`src/rtl/imem_loader.sv`:
```
// Boot loader: assembles a little-endian byte stream into 32-bit words and writes them to instruction memory.
// Optional trailer checksum byte enabled by defining LOADER_CHECKSUM_EN.
module imem_loader #(
   parameter int MEM_DEPTH  = 1024,
   parameter int ADDR_WIDTH = $clog2(MEM_DEPTH),
   parameter int DATA_WIDTH = 32
) (
   input  logic                  clk,
   input  logic                  reset,
   input  logic                  byte_valid,
   input  logic [7:0]            byte_data,
   output logic                  byte_ready,
   output logic                  imem_we,
   output logic [ADDR_WIDTH-1:0] imem_waddr,
   output logic [DATA_WIDTH-1:0] imem_wdata,
   output logic                  core_reset,
   output logic                  load_done,
   output logic                  load_error
);

   localparam int CNT_W = ADDR_WIDTH + 1;

   typedef enum logic [2:0] {
      HDR,
      LOAD,
      WRITE,
`ifdef LOADER_CHECKSUM_EN
      CHK,
`endif
      DONE,
      ERROR
   } state_t;

   state_t                state;
   logic [1:0]            byte_cnt;
   logic [CNT_W-1:0]      word_cnt;
   logic [CNT_W-1:0]      n_words;
   logic [DATA_WIDTH-1:0] shift_q;
   logic                  fire;
   logic [DATA_WIDTH-1:0] word_next;
`ifdef LOADER_CHECKSUM_EN
   logic [7:0]            csum;
`endif

   assign fire      = byte_valid && byte_ready;
   // New bytes enter at the top so the first byte ends up in bits [7:0].
   assign word_next = {byte_data, shift_q[DATA_WIDTH-1:8]};

   always_ff @(posedge clk or posedge reset) begin
      if (reset) begin
         state      <= HDR;
         byte_cnt   <= 2'd0;
         word_cnt   <= '0;
         n_words    <= '0;
         shift_q    <= '0;
         byte_ready <= 1'b0;
         imem_we    <= 1'b0;
         imem_waddr <= '0;
         imem_wdata <= '0;
         core_reset <= 1'b1;
         load_done  <= 1'b0;
         load_error <= 1'b0;
`ifdef LOADER_CHECKSUM_EN
         csum       <= 8'h00;
`endif
      end else begin
         case (state)
            HDR: begin
               byte_ready <= 1'b1;
               if (fire) begin
                  shift_q  <= word_next;
                  byte_cnt <= byte_cnt + 2'd1;
                  if (byte_cnt == 2'd3) begin
                     byte_cnt <= 2'd0;
                     if (word_next == '0) begin
`ifdef LOADER_CHECKSUM_EN
                        state      <= CHK;
`else
                        state      <= DONE;
                        byte_ready <= 1'b0;
                        load_done  <= 1'b1;
                        core_reset <= 1'b0;
`endif
                     end else if (word_next > DATA_WIDTH'(MEM_DEPTH)) begin
                        state      <= ERROR;
                        byte_ready <= 1'b0;
                        load_error <= 1'b1;
                     end else begin
                        state      <= LOAD;
                        n_words    <= word_next[CNT_W-1:0];
                        word_cnt   <= '0;
                        imem_waddr <= '0;
                     end
                  end
               end
            end

            LOAD: begin
               if (fire) begin
                  shift_q  <= word_next;
                  byte_cnt <= byte_cnt + 2'd1;
`ifdef LOADER_CHECKSUM_EN
                  csum     <= csum ^ byte_data;
`endif
                  if (byte_cnt == 2'd3) begin
                     byte_cnt   <= 2'd0;
                     byte_ready <= 1'b0;
                     imem_we    <= 1'b1;
                     imem_wdata <= word_next;
                     word_cnt   <= word_cnt + CNT_W'(1);
                     state      <= WRITE;
                  end
               end
            end

            // Single strobe cycle; the address only advances when another word follows.
            WRITE: begin
               imem_we <= 1'b0;
               if (word_cnt == n_words) begin
`ifdef LOADER_CHECKSUM_EN
                  state      <= CHK;
                  byte_ready <= 1'b1;
`else
                  state      <= DONE;
                  load_done  <= 1'b1;
                  core_reset <= 1'b0;
`endif
               end else begin
                  imem_waddr <= imem_waddr + ADDR_WIDTH'(1);
                  byte_ready <= 1'b1;
                  state      <= LOAD;
               end
            end

`ifdef LOADER_CHECKSUM_EN
            CHK: begin
               if (fire) begin
                  byte_ready <= 1'b0;
                  if (byte_data == csum) begin
                     state      <= DONE;
                     load_done  <= 1'b1;
                     core_reset <= 1'b0;
                  end else begin
                     state      <= ERROR;
                     load_error <= 1'b1;
                  end
               end
            end
`endif

            DONE: begin
               byte_ready <= 1'b0;
               load_done  <= 1'b1;
               core_reset <= 1'b0;
            end

            ERROR: begin
               byte_ready <= 1'b0;
               load_error <= 1'b1;
            end

            default: begin
               state      <= ERROR;
               byte_ready <= 1'b0;
               load_error <= 1'b1;
            end
         endcase
      end
   end

endmodule
```
`config.mk`:
```
export PLATFORM = sky130hd
export DESIGN_NAME = imem_loader
export DESIGN_NICKNAME = d
export VERILOG_FILES = /design/src/rtl/imem_loader.sv
export SDC_FILE = /design/constraint.sdc
export NUM_CORES = 1
export LEC_CHECK = 0
export ABC_AREA = 1
export BUFFER_PORTS_ARGS = -buffer_cell sky130_fd_sc_hd__buf_2
export CORE_MARGIN = 2
export CORE_UTILIZATION = 50
export CTS_CLUSTER_DIAMETER = 80
export CTS_CLUSTER_SIZE = 10
export DETAILED_ROUTE_END_ITERATION = 8
export GPL_TIMING_DRIVEN = 1
export PLACE_DENSITY_LB_ADDON = 0.12
export SYNTH_ARGS = -nofsm -noshare
export SYNTH_HDL_FRONTEND = slang
export SYNTH_SLANG_ARGS = --single-unit
```
`constraint.sdc`:
```
create_clock -name clk -period 3.2 [get_ports clk]
set_clock_uncertainty 0.15 [all_clocks]
set_input_delay 0.64 -clock clk [delete_from_list [all_inputs] [get_ports clk]]
set_output_delay 0.64 -clock clk [all_outputs]
set_load 0.02 [all_outputs]
```
# Word-level counts from Yosys, hierarchy flattened
# Index checks and enable logic that the tools add are counted.
[word_totals] register_bits=106 input_bits=11
[classes] n_addsub=3 magnitude_cmp=1 eq_ne=16 n_mux=48 n_bitwise=4 n_reduce_logical=20
[op_table] op="2-to-1 mux 11 bit" n=6
[op_table] op="2-to-1 mux 10 bit" n=5
[op_table] op="greater-than comparator 32 x 11 -> 1 bit, second input constant" n=1
[op_table] op="logical NOT 32 bit" n=1
[op_table] op="case mux 11 bit (2 select lines)" n=1
[op_table] op="2-to-1 mux 1 bit" n=21
[op_table] op="!= test 2 bit, second input constant" n=10
[op_table] op="case mux 10 bit (2 select lines)" n=1
[op_table] op="AND reduction 5 bit" n=4
[op_table] op="2-to-1 mux 3 bit" n=6
[op_table] op="case mux 3 bit (4 select lines)" n=1
[op_table] op="adder 11 x 1 -> 11 bit, second input constant" n=1
[op_table] op="equality test 11 bit" n=1
[op_table] op="adder 10 x 1 -> 10 bit, second input constant" n=1
[op_table] op="case mux 1 bit (3 select lines)" n=3
[op_table] op="AND reduction 3 bit" n=3
[op_table] op="AND reduction 7 bit" n=1
[op_table] op="equality test 3 x 2 -> 1 bit, second input constant" n=2
[op_table] op="AND reduction 6 bit" n=1
[op_table] op="nonzero test 2 bit" n=3
[op_table] op="2-to-1 mux 2 bit" n=2
[op_table] op="NOT 1 bit" n=4
[op_table] op="case mux 1 bit (2 select lines)" n=2
[op_table] op="OR reduction 2 bit" n=2
[op_table] op="other kinds (9)" n=9

# Longest topological paths before layout
# Gate-level depths: netlist of the first run.
[logic_depth] ltp_word=6 ltp_mapped=12 depth_no_buf=11

# Least setup slack after synthesis of the first run
# OpenSTA, ideal clock, no wires.
[synth_timing] path_type="input to register" start="input port byte_data[6]" end="register word_cnt[3]" arrival_ps=1547 required_time_ps=2933 setup_slack_ps=1386 cell_stages=11 path_buffers=1 path_cell_list="nor2_1 nand3_1 nor2_1 nand2_1 inv_1 nand3_4 nand2_2 nand2_1 buf_6 nand2_1 nand2_1"
[synth_between] elab_chain_len=3 elab_cells_between_ends=5 classes_between="order compare (1); eq/ne (2); reduce/logical (2)"
[synth_rtl] item="start: declaration" line_no="11" text="input logic [7:0] byte_data,"
[synth_rtl] item="greater-than comparator 32 x 11 -> 1 bit / logical NOT 32 bit (equally long branches)" line_no="84, 75"
[synth_rtl] item="!= test 2 bit (no line)"
[synth_rtl] item="AND reduction 7 bit (no line) (*)"
[synth_rtl] item="end signal: assignment" line_no="110" text="word_cnt <= word_cnt + CNT_W'(1);"
[synth_rtl] item="end: declaration" line_no="36" text="logic [CNT_W-1:0] word_cnt;"
# Mark *: on every way between the ends. The rest lies on a longest branch, timed or not.
# A chain may end at the register's enable or synchronous reset.

# Worst setup path after layout of the first run
[layout_timing] start="register shift_q[22]" end="register word_cnt[1]"
[layout_between] elab_chain_len=3 elab_cells_between_ends=5 classes_between="order compare (1); eq/ne (2); reduce/logical (2)"
[layout_rtl] item="start: declaration" line_no="38" text="logic [DATA_WIDTH-1:0] shift_q;"
[layout_rtl] item="start signal: assignment" line_no="71" text="shift_q <= word_next;"
[layout_rtl] item="start signal: assignment" line_no="100" text="shift_q <= word_next;"
[layout_rtl] item="greater-than comparator 32 x 11 -> 1 bit / logical NOT 32 bit (equally long branches)" line_no="84, 75"
[layout_rtl] item="!= test 2 bit (no line)"
[layout_rtl] item="AND reduction 7 bit (no line) (*)"
# Marked as above.

==> results.sh, run 1 <==
export IMPL_ys_seq_elements=98
export IMPL_synth_compound_area_share_pct=4.25
export IMPL_final_util_pct=57.6
export IMPL_regToRegStartpoint="shift_q[22]"
export IMPL_syn_avg_cell_area_sq_um=7.81
export IMPL_routed_via_density=5.01
export IMPL_num_rows=35
export IMPL_path_clk_slew_ns=0.10
export IMPL_switching_share_pct=22.5
export IMPL_die_area_sq_um=10200
export IMPL_worst_setup_path_end_kind="flop"
export IMPL_clkPwrFrac_pct=42.0
export IMPL_cts_resized=0
export IMPL_grt_pass1_vias=3734
export IMPL_gp_congestion=0.898
export IMPL_combPwrFrac_pct=1.7
export IMPL_wl_microns=9930
export IMPL_netlist_top_cells_count="nand2_1, dfrtp_1, nor2_1"
export IMPL_finalSetupViolCount=0
export IMPL_drt_iter0_markers=209
export IMPL_dpl_worst_slack_ns=0.645
export IMPL_dp_hpwl_microns=6830
export IMPL_core_area_sq_um=9150
export IMPL_ys_seq_area_share_pct=52.4
export IMPL_synth_most_common_cell="nand2_1"
export IMPL_wl_met3_microns=359
export IMPL_ys_flop_type="dfrtp_1"
export IMPL_maxCapViolCount=0
export IMPL_clock_sinks=98
export IMPL_drc=0
export IMPL_drive_gt1_share_pct=14.9
export IMPL_grt_overflow_total=0
export IMPL_yosysTopAreaCell="dfrtp_1"
export IMPL_p_total_w=0.00220
export IMPL_rsz0062_at_grt="no"
export IMPL_synth_xor_area_share_pct=2.99
export IMPL_ctsHoldBuffers=0
export IMPL_synth_top_area_share_pct=51.8
export IMPL_wl_met2_microns=4760
export IMPL_post_cts_setup_buffer_count=0
export IMPL_max_freq_ghz=0.443
export IMPL_htree_levels=3
export IMPL_synth_edf_count=0
export IMPL_timing_setup_tns_ns=0
export IMPL_criticalPathCategory="flop to flop"
export IMPL_synth_nets=614
export IMPL_drt_first_pass_iters=5
export IMPL_report_final_slew_viol_count=0
export IMPL_holdWs_ns=0.202
export IMPL_worstReg2RegEnd="word_cnt[1]"
export IMPL_internal_power_w=0.00170
export IMPL_grt_pass1_wl_microns=17100
export IMPL_root_buffer="clkbuf_8"
export IMPL_p_switching_w=0.000495
export IMPL_fin_nets=665
export IMPL_port_buffers=57
export IMPL_cp_arrival_ns=2.36
export IMPL_status="finished clean"
export IMPL_grt_usage_pct=21.1
export IMPL_num_vias=3839
export IMPL_grt_max_degree=99
export IMPL_synth_area_leaders="dfrtp_1, nand2_1, nand3_1"
export IMPL_cts_buffers=9
export IMPL_worstPathRequired_ns=3.31
export IMPL_syn_inst=600
export IMPL_crit_fanout=22
export IMPL_cts_tree="yes"
export IMPL_die_h_microns=101
export IMPL_yosysWarnings=0
export IMPL_antenna_cells=0
export IMPL_p_leak_nw=2.87
export IMPL_reg2reg_depth=10
export IMPL_async_flop_share_pct=100
export IMPL_synth_top_family_by_area="simple AND/OR/NAND/NOR gates"
export IMPL_synthesis_area_sq_um=4680
export IMPL_seq_power_share_pct=56.3
export IMPL_max_slew_margin_pct=55.4
export IMPL_synth_fa_ha_area_share_pct=0.801
export IMPL_antenna_found_initial=0
export IMPL_ir_drop_mv=0.301
export IMPL_layout_min_cycle_time_ns=2.25
export IMPL_die_w_microns=101
export IMPL_ios=58
export IMPL_wl_per_cell_microns=12.9
export IMPL_drtAntennaViolNets=0
export IMPL_fin_crit_sh_pct=70.5
export IMPL_syn_to_final_growth_pct=12.6
export IMPL_clk_latency_ns=0.37
export IMPL_r2r_slack_ns=0.95
export IMPL_top_layer="met4"
export IMPL_start_util_pct=51.2
export IMPL_yosys_area_share_simple_pct=33.4
export IMPL_wl_met1_microns=4740
export IMPL_powerDensity_nw_per_um2=417
export IMPL_timing_hold_violations_final=0
export IMPL_worst_slack_ns=0.945
export IMPL_worstMarginPinSlew_ns=0.669
export IMPL_yosysUniqueCellTypes=29
export IMPL_cts_max_path_buffers=2
export IMPL_holdCritPathClass="primary input to async pin"
export IMPL_synthMuxAreaShare_pct=0
export IMPL_start_kind="flop"
## critical path, cell delays in order, from the launching register on
cell     delay (ns)
dfrtp_1        0.43
nor2_2         0.16
nand3_1        0.10
nor2_1         0.12
nand2_1        0.07
nand2_2        0.09
nand3_4        0.12
nand2_2        0.36
nand2_1        0.35
nand2_1        0.13
nand2_1        0.06
## layout by cell type (no fill, tap or decap), types with 6 or more instances in the layout
master / n
inv_2: 6
nand2_1: 265
xnor2_1: 7
clkbuf_8: 9
nand4_1: 6
xor2_1: 9
buf_2: 57
o21ai_1: 9
nand3_1: 36
o21ai_0: 26
inv_1: 39
nor2_1: 47
dfrtp_1: 97
## cell families after synthesis
family,Yosys count
adder cells (fa/ha/maj),3
buffers and inverters,67
flip-flops,98
AND/OR/NAND/NOR,377
XOR/XNOR,16
AO/OA/AOI/OAI,39
## state kept, by name, summed over array words and instances (netlist names)
signal      cells
load_done       1
n_words        11
word_cnt       11
state           3
load_error      1
imem_wdata     32
shift_q        24
core_reset      1
byte_ready      1
imem_waddr     10
imem_we         1
byte_cnt        2
## power groups by stage
stage	Sequential, W	Clock [W]	Combinational (W)
5_1_grt	0.00124	0.000991	0.0000444
2_1_floorplan	0.00126	0	0.0000208
3_5_place_dp	0.00126	0	0.0000395
6_report	0.00124	0.000923	0.0000371
3_3_place_gp	0.00126	0	0.0000383
4_1_cts	0.00124	0.000945	0.0000394
## through the flow
stage,std cells,instance area (sq um)
floorplan,600,4690
global placement,751,5040
detailed placement,751,5040
CTS,767,5270
global route,767,5270
finish,767,5270
## per-layer routing
metal	vias up	GRT usage (%)
li1	1965	-
met1	1803	28.0
met2	65	34.8
met3	6	3.74
met4	0	7.69
met5	-	0
## how the worst max path moves through the flow
stage,depth (start not counted),startpoint,end
2_1_floorplan,1,reset,byte_cnt[0]
3_3_place_gp,11,byte_data[2],word_cnt[1]
3_5_place_dp,11,byte_data[6],word_cnt[2]
4_1_cts,10,shift_q[22],word_cnt[2]
5_1_grt,10,shift_q[14],word_cnt[8]
6_report,10,shift_q[22],word_cnt[1]
## final cells by class
type,instances,area [sq um]
clock buffer,9,124
timing repair buffer,61,328
tap,111,139
multi-input combinational,435,1940
clock inverter,7,114
sequential,98,2450
fill,873,3880
inverter,46,176
No activity file was read; power rests on OpenSTA's default activity.
==> run 2, diff against run 1 <==
--- a/config.mk
+++ b/config.mk
@@ -5,7 +5,7 @@
 export SDC_FILE = /design/constraint.sdc
 export NUM_CORES = 1
 export LEC_CHECK = 0
-export ABC_AREA = 1
+export ABC_AREA = 0
 export BUFFER_PORTS_ARGS = -buffer_cell sky130_fd_sc_hd__buf_2
 export CORE_MARGIN = 2
 export CORE_UTILIZATION = 50
==> constraint.sdc (replaced) <==
create_clock -name clk -period 2.2 [get_ports clk]
set_clock_uncertainty 0.15 [all_clocks]
set_input_delay 0.44 -clock clk [delete_from_list [all_inputs] [get_ports clk]]
set_output_delay 0.44 -clock clk [all_outputs]
set_load 0.02 [all_outputs]
==> run 2 against run 1 <==
  * The run now ends with negative setup slack left
  * Global-route usage up 0.77 points
  * Register-to-register slack got worse by 1.0 ns
  * Largest power group unchanged
  * Cell count decreased by 14%
  * Die area is 7.2% lower
  * Final area increased by 4.1%
==> results.sh, run 2 <==
export IMPL_grt_max_degree=36
export IMPL_crit_start="shift_q[24]"
export IMPL_synth_compound_area_share_pct=8.11
export IMPL_worstPathRequired_ns=2.34
export IMPL_p_switching_w=0.000690
export IMPL_start_kind="flop"
export IMPL_synth_edf_count=0
export IMPL_ys_seq_area_share_pct=56.6
export IMPL_dp_hpwl_microns=6690
export IMPL_synth_xor_area_share_pct=2.22
export IMPL_cts_buffers=9
export IMPL_cts_max_path_buffers=2
export IMPL_largest_registers="imem_wdata: 32 flops, shift_q: 24 flops"
export IMPL_dpl_worst_slack_ns=-0.328
export IMPL_regToRegStartpoint="shift_q[24]"
export IMPL_layout_min_cycle_time_ns=2.30
export IMPL_worst_slack_ns=-0.0977
export IMPL_timing_hold_violations_final=0
export IMPL_powerDensity_nw_per_um2=577
export IMPL_synth_top_family_by_area="simple AND/OR/NAND/NOR gates"
export IMPL_worstMarginPinSlew_ns=0.553
export IMPL_path_clk_slew_ns=0.09
export IMPL_synth_area_leaders="dfrtp_1, nand2_1, mux2_2"
export IMPL_hold_end="imem_wdata[28]"
export IMPL_drt_first_pass_iters=4
export IMPL_num_vias=3524
export IMPL_cts_tree="yes"
export IMPL_grt_pass1_vias=3434
export IMPL_synth_top_area_share_pct=56.0
export IMPL_place_area_sq_um=5110
export IMPL_hold_start="byte_data[4]"
export IMPL_r2r_slack_ns=-0.1
export IMPL_holdCritPathClass="primary input to flop"
export IMPL_start_util_pct=52.2
export IMPL_synth_most_common_cell="nand2_1"
export IMPL_routed_via_density=5.37
export IMPL_clock_sinks=98
export IMPL_reg2reg_depth=7
export IMPL_die_w_microns=97.1
export IMPL_max_slew_margin_pct=63.0
export IMPL_syn_inst=444
export IMPL_yosysWarnings=0
export IMPL_wl_per_cell_microns=15.1
export IMPL_finalSetupViolCount=13
export IMPL_worst_setup_path_end_kind="flop"
export IMPL_drc=0
export IMPL_syn_avg_cell_area_sq_um=9.76
export IMPL_yosysUniqueCellTypes=36
export IMPL_grt_overflow_total=0
export IMPL_use_met2_pct=36.3
export IMPL_p_leak_nw=2.90
export IMPL_synth_nets=458
export IMPL_criticalPathCategory="flop to flop"
export IMPL_report_final_slew_viol_count=0
export IMPL_antenna_found_initial=0
export IMPL_ios=58
export IMPL_root_buffer="clkbuf_8"
export IMPL_grt_usage_pct=21.9
export IMPL_yosysTopAreaCell="dfrtp_1"
export IMPL_die_h_microns=97.1
export IMPL_core_area_sq_um=8300
export IMPL_drtAntennaViolNets=0
export IMPL_ir_drop_mv=0.324
export IMPL_switching_share_pct=21.8
export IMPL_yosys_area_share_simple_pct=23.0
export IMPL_clk_latency_ns=0.36
export IMPL_use_met1_pct=29.8
export IMPL_synthesis_area_sq_um=4330
export IMPL_maxCapViolCount=0
export IMPL_netlist_top_cells_count="nand2_1, dfrtp_1, o21ai_0"
export IMPL_port_buffers=57
export IMPL_largest_reg_flops=32
export IMPL_final_area_sq_um=5490
export IMPL_layout_commonest_cell="nand2_1"
export IMPL_async_flop_share_pct=100
export IMPL_top_register="imem_wdata"
export IMPL_syn_to_final_growth_pct=26.6
export IMPL_combPwrFrac_pct=2.3
export IMPL_synth_fa_ha_area_share_pct=0.866
export IMPL_fin_nets=560
export IMPL_violations="negative setup slack"
export IMPL_seq_power_share_pct=56.9
export IMPL_fin_crit_sh_pct=104
export IMPL_cp_arrival_ns=2.44
export IMPL_wl_microns=9880
export IMPL_num_rows=33
export IMPL_htree_levels=3
export IMPL_gp_congestion=0.898
export IMPL_die_area_sq_um=9430
export IMPL_grt_util_met3_pct=4.03
export IMPL_internal_power_w=0.00247
export IMPL_clkPwrFrac_pct=40.9
export IMPL_drt_iter0_markers=168
export IMPL_synthMuxAreaShare_pct=6.50
export IMPL_drive_gt1_share_pct=32.7
export IMPL_grt_pass1_wl_microns=16800
export IMPL_antenna_cells=0
export IMPL_ys_flop_type="dfrtp_1"
export IMPL_busiest_layer="met2"
export IMPL_worstHoldPathCells=3
export IMPL_layout_common_cells="nand2_1, dfrtp_1, buf_2"
export IMPL_crit_fanout=7
export IMPL_status="complete, but fails checks"
export IMPL_worstReg2RegEnd="imem_waddr[7]"
export IMPL_rsz0062_at_grt="yes"
export IMPL_max_freq_ghz=0.435
export IMPL_ys_seq_elements=98
## run 2: changes by cell type after synthesis, sizes merged, moves of 8 or more
cell,previous run,this run
nor2,55,12
inv,46,8
buf,14,4
nor4,0,8
nand2,269,148
xor2,9,0
mux2,0,25
clkbuf,7,18
nand3,37,10
## run 2: area by class of cell
cell class	count	area, sq um
timing repair buffer	112	758
inverter	8	33.8
sequential	98	2450
clock buffer	9	124
multi-input combinational	317	1890
fill	673	2810
tap	105	131
clock inverter	7	98.8
## run 2: worst max-delay path, stage by stage (launching register included)
cell and delay [ns]:
dfrtp_1 0.41, nor4_2 0.29, nand4_1 0.24, nor4b_4 0.34, buf_6 0.16, o2bb2ai_4 0.08, or4_4 0.43, a21oi_2 0.12
## run 2: kinds of logic (layout without fill, tap and decap cells)
group	Yosys count	count (layout)
buffers and inverters	30	136
adder cells (fa/ha/maj)	3	3
XOR/XNOR	11	11
AO/OA/AOI/OAI	59	60
AND/OR/NAND/NOR	218	218
multiplexers	25	25
flip-flops	98	98
## run 2: timing repair
item | CTS | global route
setup buffers | 3 | 4
endpoints found under the setup margin | 18 | 23
hold buffers | 1 | 0
gates cloned | 1 | 0
pin swaps | 16 | 5
hold endpoints to repair | 19 | 0
resized for setup | 22 | 16
## run 2: power by group through the flow
| stage | sequential [W] | combinational [W] | clock, W |
|---|---|---|---|
| 2_1_floorplan | 0.00184 | 0.0000284 | 0 |
| 3_3_place_gp | 0.00184 | 0.0000723 | 0 |
| 3_5_place_dp | 0.00184 | 0.0000741 | 0 |
| 4_1_cts | 0.00180 | 0.0000756 | 0.00133 |
| 5_1_grt | 0.00180 | 0.0000836 | 0.00141 |
| 6_report | 0.00180 | 0.0000719 | 0.00129 |
## run 2: metal layers
layer / wire, microns / share of wire, % / vias up
li1: - / - / 1709
met1: 4460 / 45 / 1738
met2: 4990 / 51 / 66
met3: 327 / 3.3 / 11
met4: 102 / 1.0 / 0
met5: 0 / 0 / -
## run 2: how the worst max path moves through the flow
stage | endpoint | slack [ns] | cells past startpoint
after floorplan | imem_waddr[3] | 0.03 | 6
after global placement | imem_waddr[3] | -0.30 | 7
after detailed placement | imem_waddr[3] | -0.33 | 7
after CTS | imem_waddr[7] | -0.11 | 7
after global routing | imem_waddr[7] | -0.18 | 7
final | imem_waddr[7] | -0.1 | 7
## run 2: metrics by stage
| step | power [W] | hold WS [ns] | util (%) | TNS [ns] | instances |
|---|---|---|---|---|---|
| final | 0.00316 | 0.160 | 66.1 | -0.278 | 656 |
| after global routing | 0.00329 | 0.158 | 66.1 | -2.23 | 656 |
| after global placement | 0.00191 | 0.298 | 61.6 | -3.98 | 632 |
| after floorplan | 0.00186 | 0.310 | - | 0 | 444 |
| after detailed placement | 0.00191 | 0.304 | 61.6 | -4.66 | 632 |
| after CTS | 0.00321 | 0.143 | 65.1 | -0.511 | 653 |
